File: src/rtl/bcd_pkg.sv
// Shared types and constants for the sequential BCD-to-binary converter.
package bcd_pkg;

  typedef enum logic [1:0] {
    IDLE  = 2'd0,
    SHIFT = 2'd1,
    DONE  = 2'd2
  } state_t;

  localparam int BIN_W     = 8;
  localparam int ITER      = 8;
  localparam int BCD_MAX   = 255;
  localparam int DIGIT_MAX = 9;
  localparam int BCD_W     = 10;
  localparam int CNT_W     = 3;

  localparam logic [CNT_W-1:0] CNT_LAST = CNT_W'(ITER - 1);

  function automatic logic [BCD_W-1:0] bcd_value(
    input logic [1:0] h,
    input logic [3:0] t,
    input logic [3:0] o
  );
    return BCD_W'(h) * BCD_W'(100) + BCD_W'(t) * BCD_W'(10) + BCD_W'(o);
  endfunction

  // Digits above 9 or a total above 255 cannot be represented in the result.
  function automatic logic bcd_is_valid(
    input logic [1:0] h,
    input logic [3:0] t,
    input logic [3:0] o
  );
    return (t <= 4'(DIGIT_MAX)) && (o <= 4'(DIGIT_MAX)) && (h != 2'd3) &&
           (bcd_value(h, t, o) <= BCD_W'(BCD_MAX));
  endfunction

endpackage

File: src/rtl/bcd_digit_adjust.sv
// Reverse double-dabble digit correction: subtract 3 from a shifted BCD digit that reached 8 or more.
module bcd_digit_adjust (
  input  logic [3:0] digit_i,
  output logic [3:0] digit_o
);

  assign digit_o = (digit_i >= 4'd8) ? (digit_i - 4'd3) : digit_i;

endmodule

File: src/rtl/bcd_to_binary_seq.sv
// Sequential BCD (000..255) to binary converter: one reverse double-dabble
// shift/adjust step per clock, ITER steps per conversion.
module bcd_to_binary_seq #(
  parameter int BIN_W = 8
) (
  input  logic             clk,
  input  logic             rst,
  input  logic             start,
  input  logic [1:0]       hundreds,
  input  logic [3:0]       tens,
  input  logic [3:0]       ones,
  output logic [BIN_W-1:0] bin,
  output logic             busy,
  output logic             done,
  output logic             err
);
  import bcd_pkg::*;

  // state | meaning
  // IDLE  | waiting for start; digits captured and validated on the accepting edge
  // SHIFT | one shift/adjust step per edge, ITER edges in total
  // DONE  | done=1 for one cycle; bin/err valid and held afterwards

  state_t             state_q, state_d;
  logic [BCD_W-1:0]   bcd_q, bcd_d;
  logic [BIN_W-1:0]   shr_q, shr_d;
  logic [CNT_W-1:0]   cnt_q, cnt_d;
  logic [BIN_W-1:0]   bin_q, bin_d;
  logic               err_q, err_d;
  logic               done_q, done_d;

  logic [1:0]         hun_sh;
  logic [3:0]         ten_sh, one_sh;
  logic [3:0]         ten_adj, one_adj;
  logic [BIN_W-1:0]   shr_sh;
  logic               in_valid;

  // Right shift of {hundreds, tens, ones, shr}: each digit's LSB falls into the next lower field.
  assign hun_sh = {1'b0, bcd_q[9]};
  assign ten_sh = {bcd_q[8], bcd_q[7:5]};
  assign one_sh = {bcd_q[4], bcd_q[3:1]};
  assign shr_sh = {bcd_q[0], shr_q[BIN_W-1:1]};

  bcd_digit_adjust u_adj_tens (
    .digit_i (ten_sh),
    .digit_o (ten_adj)
  );

  bcd_digit_adjust u_adj_ones (
    .digit_i (one_sh),
    .digit_o (one_adj)
  );

  assign in_valid = bcd_is_valid(hundreds, tens, ones);

  always_comb begin
    state_d = state_q;
    bcd_d   = bcd_q;
    shr_d   = shr_q;
    cnt_d   = cnt_q;
    bin_d   = bin_q;
    err_d   = err_q;
    done_d  = 1'b0;

    case (state_q)
      IDLE: begin
        if (start) begin
          bcd_d = {hundreds, tens, ones};
          shr_d = '0;
          cnt_d = '0;
          err_d = 1'b0;
          if (in_valid) begin
            state_d = SHIFT;
          end else begin
            state_d = DONE;
            err_d   = 1'b1;
            bin_d   = '0;
            done_d  = 1'b1;
          end
        end
      end

      SHIFT: begin
        bcd_d = {hun_sh, ten_adj, one_adj};
        shr_d = shr_sh;
        if (cnt_q == CNT_LAST) begin
          bin_d   = shr_sh;
          state_d = DONE;
          done_d  = 1'b1;
        end else begin
          cnt_d = cnt_q + 3'd1;
        end
      end

      DONE: begin
        state_d = IDLE;
      end

      default: begin
        state_d = IDLE;
      end
    endcase
  end

  always_ff @(posedge clk or posedge rst) begin
    if (rst) begin
      state_q <= IDLE;
      bcd_q   <= '0;
      shr_q   <= '0;
      cnt_q   <= '0;
      bin_q   <= '0;
      err_q   <= 1'b0;
      done_q  <= 1'b0;
    end else begin
      state_q <= state_d;
      bcd_q   <= bcd_d;
      shr_q   <= shr_d;
      cnt_q   <= cnt_d;
      bin_q   <= bin_d;
      err_q   <= err_d;
      done_q  <= done_d;
    end
  end

  assign bin  = bin_q;
  assign err  = err_q;
  assign done = done_q;
  assign busy = (state_q != IDLE);

endmodule

File: config.mk
export PLATFORM = sky130hd
export DESIGN_NAME = bcd_to_binary_seq
export DESIGN_NICKNAME = d
export VERILOG_FILES = /design/src/rtl/bcd_pkg.sv /design/src/rtl/bcd_digit_adjust.sv /design/src/rtl/bcd_to_binary_seq.sv
export SDC_FILE = /design/constraint.sdc
export NUM_CORES = 1
export LEC_CHECK = 0
export ABC_AREA = 1
export BUFFER_PORTS_ARGS = -buffer_cell sky130_fd_sc_hd__buf_2
export CELL_PAD_IN_SITES_DETAIL_PLACEMENT = 1
export CELL_PAD_IN_SITES_GLOBAL_PLACEMENT = 1
export CORE_MARGIN = 5
export CORE_UTILIZATION = 48
export DETAILED_ROUTE_END_ITERATION = 10
export PLACE_DENSITY = 0.84
export SETUP_SLACK_MARGIN = 0.1
export SLEW_MARGIN = 40
export SYNTH_ARGS = -nofsm -noshare
export SYNTH_HDL_FRONTEND = slang
export SYNTH_HIERARCHICAL = 1
export SYNTH_SLANG_ARGS = --single-unit
File: constraint.sdc
create_clock -name clk -period 2.2 [get_ports clk]
set_input_delay 0.11 -clock clk [delete_from_list [all_inputs] [get_ports clk]]
set_output_delay 0.11 -clock clk [all_outputs]
set_load 0.02 [all_outputs]
==> metrics.csv, run 1 <==
metric;value;unit
path_clk_slew;0.08;ns
maxSlewViolCount;0;
antenna_left;0;
worstMarginPinSlew;0.428;ns
synth-edff-count;0;
timing.rr.start;cnt_q[0]$_DFFE_PP0P_;
final_cells;314;
syn_inst;227;
drt_iter0_markers;131;
grt_start_max_net_pins;33;
ys_seq_area_share;39.3;%
r2r_slack;0.65;ns
setup_viol;0;
worstSetupEndpointType;flip-flop;
cts-buffers-inserted;5;
first_global_vias;1820;
whs;0.145;ns
port_buffers;23;
drc;0;
fin_skew;0.0112;ns
netlist_top_cells_count;43 x nand2_1, 32 x dfrtp_1, 29 x inv_1, 22 x ha_1, 20 x nand3_1;
post-route-period-util;98.4;%
clk_path_buf_depth;2;
cts.sinks;32;
netlist.area_leader.share;39.3;%
ys.flop_type;dfrtp_1;
cts_tree;yes;
area_growth;21.2;%
post-place-ws;-0.369;ns
place.gp.congestion;0.724;
cp.arrival;2.40;ns
pin_count;24;
nets;302;
dp_cells;303;
die_area;0.00565;sq mm
via_per_inst;5.43;
fillers;500;
rows;23;
synth_area_leader_cell;dfrtp_1;
initial_core_util;50.3;%
num_antenna_cells;0;
holdCritStartpoint;ones[1];
setup_slack;0.0361;ns
die_h;75.2;um
wire_per_inst;17.0;um
rsz0062_at_grt;yes;
design.core.area;0.00406;sq mm
regArea;801;sq um
async_reset_ff_share;100;%
status;complete, no violations;
fin_tns_setup;0;ns
power_density;1020;mW/mm^2
p_total;2.53;mW
grt_antenna_before_repair;0;
worstRegToRegCells;5;
grt_use_total;20.8;%
gr-total-overflow;0;
layout_min_cycle_time;2.16;ns
hold_end;bcd_q[1]$_DFFE_PP0P_;
hpwl;3670;um
peakVddDrop;0.404;mV
synthesis.nets;266;
startpoint_type;input pin;
avgSynthCellArea;8.98;sq um
synthTopCellsByArea;dfrtp_1 39%, ha_1 13%, nand2_1 7.9%, inv_1 5.3%, nand3_1 4.9%;
yosys_warnings;6;
root_buffer;clkbuf_8;
ys_ff_latch;32;
dpl_cell_area;0.00226;sq mm
first_pass_iters;4;
relSlewSlack;71.4;%
htreeDepth;2;
timing.max_cap.violations;0;
multi_input_area;0.00115;sq mm
utilization;60.9;%
syn-cell-area;0.00204;sq mm
yosys.cell_types.count;29;
vias;1706;
hp-class;input pin to flip-flop;
drive_above_1_share;26.9;%
hold_depth;3;
p_leak;1.28;nW
r2r-end;bin[4]$_DFFE_PP0P_;
grt_pass1_wl;8780;um
worstSkewPairLatency;0.29;ns
critPathRequiredTime;2.43;ns
crit_type;input pin to flip-flop;
final_area;0.00247;sq mm
critPathLaunch;tens[1];
hold_viol_final;0;
chipWidth;75.2;um
worstPathMaxFanout;5;
wl;5330;um
yosysMostFrequentCell;nand2_1;
fmax;462;MHz
how the worst max path moves through the flow:
stage                                    end  slack, ns  depth (start not counted)
after floorplan           bin[0]$_DFFE_PP0P_      0.005                         15
after global placement    bin[5]$_DFFE_PP0P_      -0.24                         15
after detailed placement  bin[4]$_DFFE_PP0P_      -0.37                         15
after CTS                 bin[4]$_DFFE_PP0P_       0.02                         15
after global routing      bin[6]$_DFFE_PP0P_      -0.08                         14
final                     bin[0]$_DFFE_PP0P_       0.04                         15
registers in the layout, indices dropped and copies added, names as in the netlist:
signal	count
cnt_q	3
bcd_q	10
shr_q	7
done	1
state_q	2
bin	8
err	1
power breakdown:
| part | total [mW] | switching, mW | internal [mW] |
|---|---|---|---|
| clock | 0.568 | 0.233 | 0.335 |
| combinational | 1.07 | 0.690 | 0.382 |
| sequential | 0.892 | 0.156 | 0.737 |
| total | 2.53 | 1.08 | 1.45 |
layout by cell type (no fill, tap or decap), types with 5 or more instances in the layout:
cell | Yosys | final
buf_2 | 0 | 21
buf_4 | 1 | 11
clkbuf_8 | 1 | 5
dfrtp_1 | 32 | 32
ha_1 | 22 | 18
inv_1 | 29 | 29
nand2_1 | 43 | 41
nand3_1 | 20 | 15
nand4_1 | 8 | 8
nor2_1 | 13 | 13
o21ai_0 | 11 | 10
o22ai_1 | 8 | 8
metal layers:
metal | track usage (%) | wire [um] | up-vias
met1 | 25.3 | 2300 | 852
met4 | 6.99 | 78 | 0
met2 | 37.7 | 2830 | 27
met5 | 0 | 0 | -
met3 | 2.80 | 124 | 6
li1 | - | - | 821
cells by family after synthesis:
kind of cell    after synthesis  share of synthesized area, %
compound gates               31                          9.08
simple gates                 96                          23.1
flops                        32                          39.3
fa+ha+maj                    26                          17.4
xor+xnor                      3                          1.29
buf+inv                      39                          9.88
area by class of cell:
cell class	count	share of cell area, %
Multi-Input combinational cell	157	46.4
Sequential cell	32	32.4
Timing Repair Buffer	35	9.06
Inverter	32	5.16
Clock buffer	5	2.78
Tap cell	50	2.53
Clock inverter	3	1.72
worst max-delay path: stages:
cell and delay [ns]:
buf_8 0.10, ha_4 0.23, ha_4 0.16, fa_2 0.33, xor2_1 0.15, ha_1 0.28, ha_1 0.28, inv_1 0.04
nor2_2 0.09, nand3_1 0.10, nand2_2 0.10, nand3_4 0.12, nand2_4 0.15, nand3_1 0.08, nand2_1 0.06
timing repair:
item | in CTS | in global routing
pin swaps | 2 | 1
resized for setup | 10 | 7
hold buffers | 1 | 0
setup endpoints to repair | 11 | 12
endpoints found under the hold margin | 32 | 0
setup buffers | 0 | 1
cloned | 1 | 0
(Power assumes the default switching activity.)
==> run 2: changes to the inputs <==
- PLACE_DENSITY: 0.84 -> 0.95
==> metrics.csv, run 2 (synthesis gave the netlist of run 1 again) <==
metric;value;unit;change
rsz0062_at_grt;yes;;
worstSetupEndpointType;flip-flop;;
hold_end;bcd_q[9]$_DFFE_PP0P_;;
post-route-period-util;99.8;%;+1.5 points
p_leak;1.26;nW;-1.2%
layout_min_cycle_time;2.20;ns;+0.0325 ns
die_h;75.2;um;unchanged
relSlewSlack;69.7;%;-1.8 points
nets;299;;-0.99%
r2r-end;bin[4]$_DFFE_PP0P_;;
regArea;801;sq um;unchanged
via_per_inst;5.59;;+2.8%
grt_use_total;24.0;%;+3.2 points
worstMarginPinSlew;0.454;ns;+0.0255 ns
worstSkewPairLatency;0.30;ns;about the same
root_buffer;clkbuf_8;;
first_pass_iters;4;;unchanged
final_area;0.00244;sq mm;-1.5%
grt_pass1_wl;9820;um;+12%
startpoint_type;input pin;;
r2r_slack;0.63;ns;-0.02 ns
holdCritStartpoint;hundreds[1];;
chipWidth;75.2;um;unchanged
antenna_left;0;;unchanged
wl;6170;um;+16%
final_common_cell;nand2_1;;
timing.rr.start;cnt_q[0]$_DFFE_PP0P_;;
cp.arrival;2.44;ns;+0.04 ns
path_clk_slew;0.07;ns;about the same
initial_core_util;50.3;%;unchanged
worstRegToRegCells;5;;unchanged
vias;1737;;+1.8%
peakVddDrop;0.461;mV;+14%
pin_count;24;;unchanged
status;complete, no violations;;
rows;23;;unchanged
maxSlewViolCount;0;;unchanged
power_density;1050;mW/mm^2;+2.2%
whs;0.117;ns;-0.0276 ns
drive_above_1_share;25.7;%;-1.2 points
wire_per_inst;19.8;um;+17%
area_growth;19.4;%;
setup_viol;0;;unchanged
cts.sinks;32;;unchanged
final_cell_mix;40 x nand2_1, 32 x dfrtp_1, 28 x inv_1;;
largest_reg_flops;10;;unchanged
clk_path_buf_depth;2;;unchanged
fin_tns_setup;0;ns;unchanged
die_area;0.00565;sq mm;unchanged
hold_depth;3;;unchanged
hp-class;input pin to flip-flop;;
num_antenna_cells;0;;unchanged
drc;0;;unchanged
worstPathMaxFanout;6;;+1
cts-buffers-inserted;5;;unchanged
grt_antenna_before_repair;0;;unchanged
first_global_vias;1925;;+5.8%
top_register;bcd_q;;
timing.max_cap.violations;0;;unchanged
cts_tree;yes;;
dpl_cell_area;0.00224;sq mm;-1.0%
crit_type;input pin to flip-flop;;
hold_viol_final;0;;unchanged
hpwl;4000;um;+9.1%
htreeDepth;2;;unchanged
fin_skew;0.00681;ns;-0.00441 ns
drt_iter0_markers;107;;-18%
grt_start_max_net_pins;33;;unchanged
critPathRequiredTime;2.44;ns;about the same
multi_input_area;0.00114;sq mm;-0.87%
place.gp.congestion;0.809;;+12%
fillers;479;;-4.2%
design.core.area;0.00406;sq mm;unchanged
fmax;455;MHz;-1.5%
gr-total-overflow;0;;unchanged
port_buffers;23;;unchanged
-- run 2: changes by cell type in the layout (fill, tap and decap cells not counted), sizes merged --
cell      before  now
buf           34   31
clkinvlp       1    0
clkbuf         5    6
-- run 2: how the worst max path moves through the flow --
| stage | from | to | slack [ns] | cells after the start |
|---|---|---|---|---|
| detailed placement | tens[1] | bin[7]$_DFFE_PP0P_ | -0.41 | 15 |
| finish | tens[1] | bin[6]$_DFFE_PP0P_ | 0.004 | 15 |
| floorplan | tens[1] | bin[0]$_DFFE_PP0P_ | 0.005 | 15 |
| global placement | tens[1] | bin[6]$_DFFE_PP0P_ | -0.23 | 15 |
| CTS | tens[1] | bin[6]$_DFFE_PP0P_ | 0.05 | 15 |
| global route | tens[1] | bin[6]$_DFFE_PP0P_ | -0.11 | 15 |
-- run 2: metal layers --
layer / global-route usage, % / vias up / part of all wire, %
met1: 28.7 / 874 / 41
met4: 6.21 / 0 / 2.2
met5: 0 / - / 0
met3: 4.41 / 9 / 3.7
met2: 44.2 / 40 / 53
li1: - / 814 / -
-- run 2: what timing repair did --
action / in CTS / in global routing
endpoints found under the hold margin: 32 / 0
pin swaps: 3 / 5
hold buffers: 1 / 0
gates cloned: 1 / 0
resized for setup: 14 / 2
buffers inserted: 1 / 0
setup endpoints to repair: 11 / 12
-- run 2: where the power goes --
part	leakage [nW]	internal (mW)	switching [mW]
Combinational	0.795	0.367	0.704
Sequential	0.414	0.737	0.165
Clock	0.0552	0.336	0.240
-- run 2: per-stage QoR --
| step | util, % | setup WS (ns) | std cells | power, mW |
|---|---|---|---|---|
| after floorplan | - | 0.00524 | 227 | 1.64 |
| after global placement | 55.1 | -0.231 | 300 | 1.78 |
| after detailed placement | 55.1 | -0.413 | 300 | 1.88 |
| after CTS | 59.7 | 0.0503 | 311 | 2.51 |
| after global routing | 60.0 | -0.106 | 311 | 2.70 |
| final | 60.0 | 0.00360 | 311 | 2.55 |
-- run 2: cell type report --
type / count / share of cell area, %
clock buffers: 6 / 2.98
clock inverters: 2 / 1.44
inverters: 32 / 5.24
multi-input cells: 157 / 46.6
flip-flops and latches: 32 / 32.9
well taps: 50 / 2.57
repair buffers: 32 / 8.27
-- run 2: critical path: stages --
cell and delay [ns]:
buf_8 0.10, ha_4 0.24, ha_4 0.16, fa_2 0.33, xor2_1 0.15, ha_1 0.32
ha_4 0.28, inv_2 0.04, nor2_4 0.09, nand3_2 0.09, nand2_2 0.10, nand3_4 0.12
nand2_4 0.14, nand3_1 0.09, nand2_1 0.07
==> run 3: changes to the inputs <==
==> constraint.sdc (replaced) <==
create_clock -name clk -period 2.2 [get_ports clk]
set_input_delay 0.44 -clock clk [delete_from_list [all_inputs] [get_ports clk]]
set_output_delay 0.44 -clock clk [all_outputs]
set_load 0.02 [all_outputs]
==> metrics.csv, run 3 (synthesis gave the netlist of run 1 again) <==
metric;value;unit;change
cts_tree;yes;;
hp-class;input pin to async pin;;
num_antenna_cells;0;;unchanged
path_clk_slew;0.07;ns;about the same
setup_slack;-0.298;ns;-0.302 ns
port_buffers;23;;unchanged
grt_antenna_before_repair;0;;unchanged
crit_type;input pin to flip-flop;;
relSlewSlack;69.8;%;+0.077 points
drive_above_1_share;27.7;%;+2.0 points
grt_pass1_wl;9220;um;-6.1%
root_buffer;clkbuf_8;;
worstSetupEndpointType;flip-flop;;
fmax;400;MHz;-12%
critPathRequiredTime;2.43;ns;about the same
maxSlewViolCount;0;;unchanged
violations;negative setup slack;;
setup_viol;12;;+12
die_h;75.2;um;unchanged
pin_count;24;;unchanged
worstPathMaxFanout;5;;-1
grt_use_total;22.1;%;-1.9 points
final_cell_mix;41 x nand2_1, 32 x dfrtp_1, 28 x inv_1;;
largest_reg_flops;10;;unchanged
cts-buffers-inserted;5;;unchanged
initial_core_util;50.3;%;unchanged
clk_path_buf_depth;2;;unchanged
first_pass_iters;4;;unchanged
power_density;1020;mW/mm^2;-2.7%
final_common_cell;nand2_1;;
antenna_left;0;;unchanged
nets;302;;+1.0%
fin_skew;0.00547;ns;-0.00134 ns
chipWidth;75.2;um;unchanged
area_growth;20.9;%;
vias;1729;;-0.46%
multi_input_area;0.00114;sq mm;+0.77%
post-route-period-util;114;%;+14 points
worstSkewPairLatency;0.29;ns;about the same
rsz0062_at_grt;yes;;
wire_per_inst;17.7;um;-11%
gr-total-overflow;0;;unchanged
grt_start_max_net_pins;33;;unchanged
top_register;bcd_q;;
hpwl;3790;um;-5.5%
critPathSlowestCell;fa_2;;
layout_min_cycle_time;2.50;ns;+0.302 ns
utilization;60.7;%;+0.71 points
p_total;2.51;mW;-1.5%
via_per_inst;5.51;;-1.4%
design.core.area;0.00406;sq mm;unchanged
peakVddDrop;0.444;mV;-3.8%
rows;23;;unchanged
regArea;801;sq um;unchanged
timing.max_cap.violations;0;;unchanged
cts.sinks;32;;unchanged
p_leak;1.28;nW;+1.2%
htreeDepth;2;;unchanged
drt_iter0_markers;80;;-25%
fin_tns_setup;-3.20;ns;-3.20 ns
critPathLaunch;tens[1];;
path_cells;buf_8, ha_4, ha_4, fa_2, xor2_1, ha_1, ha_1, inv_2, nor2_4, nand3_2, nand2_2, nand3_4, nand2_4, nand3_2, nand2_1;;
status;finished with violations;;
drc;0;;unchanged
worstMarginPinSlew;0.454;ns;-0.0000852 ns
wl;5560;um;-9.9%
first_global_vias;1912;;-0.68%
hold_viol_final;0;;unchanged
die_area;0.00565;sq mm;unchanged
place.gp.congestion;0.721;;-11%
timing.rr.start;state_q[0]$_DFFE_PP0P_;;
slowest_delay;0.33;ns;about the same
startpoint_type;input pin;;
cp.arrival;2.73;ns;+0.29 ns
fillers;490;;+2.3%
-- run 3: routing by layer --
layer / vias to the layer above / GRT usage (%) / part of all wire (%)
li1: 820 / - / -
met1: 858 / 25.6 / 40
met2: 37 / 40.2 / 53
met3: 14 / 4.14 / 3.9
met4: 0 / 8.35 / 3.1
met5: - / 0 / 0
-- run 3: layout make-up --
type	count	share of cell area, %
clock inverters	2	1.42
multi-input cells	157	46.4
flip-flops and latches	32	32.5
clock buffers	6	2.94
well taps	50	2.54
inverters	32	5.18
repair buffers	35	8.98
-- run 3: per-stage QoR --
step | hold WS (ns) | setup slack (ns) | std cells | area [sq um]
floorplan | 0.465 | -0.325 | 227 | 2080
global placement | 0.462 | -0.559 | 303 | 2260
detailed placement | 0.470 | -0.731 | 303 | 2260
CTS | 0.238 | -0.306 | 313 | 2420
global route | 0.265 | -0.423 | 314 | 2460
finish | 0.227 | -0.298 | 314 | 2460
-- run 3: critical path: cells and delay by family --
family | cells | cell delay [ns]
XOR/XNOR | 1 | 0.16
adder cells (fa/ha/maj) | 5 | 1.32
AND/OR/NAND/NOR | 7 | 0.67
buffers and inverters | 2 | 0.14
-- run 3: where the power goes --
group          switching [mW]  leakage, nW  internal [mW]
Sequential              0.193        0.414          0.737
Clock                   0.228       0.0552          0.336
Combinational           0.654        0.811          0.362
-- run 3: final timing paths --
path / end / slack, ns / cells after the start
setup reg to reg: bcd_q[8]$_DFFE_PP0P_ / 0.37 / 6
hold / removal: bcd_q[1]$_DFFE_PP0P_ / 0.23 / 3
min in group clk: bcd_q[1]$_DFFE_PP0P_ / 0.45 / 3
hold reg to reg: bin[3]$_DFFE_PP0P_ / 0.50 / 2
max in group asynchronous: shr_q[7]$_DFFE_PP0P_ / 1.68 / 3
setup / recovery: bin[4]$_DFFE_PP0P_ / -0.30 / 15
-- run 3: repair_timing --
action	in CTS	in global routing
setup buffers	1	1
resized for setup	9	10
setup endpoints to repair	12	12
pin swaps	2	2
hold buffers	0	0
cloned	1	0
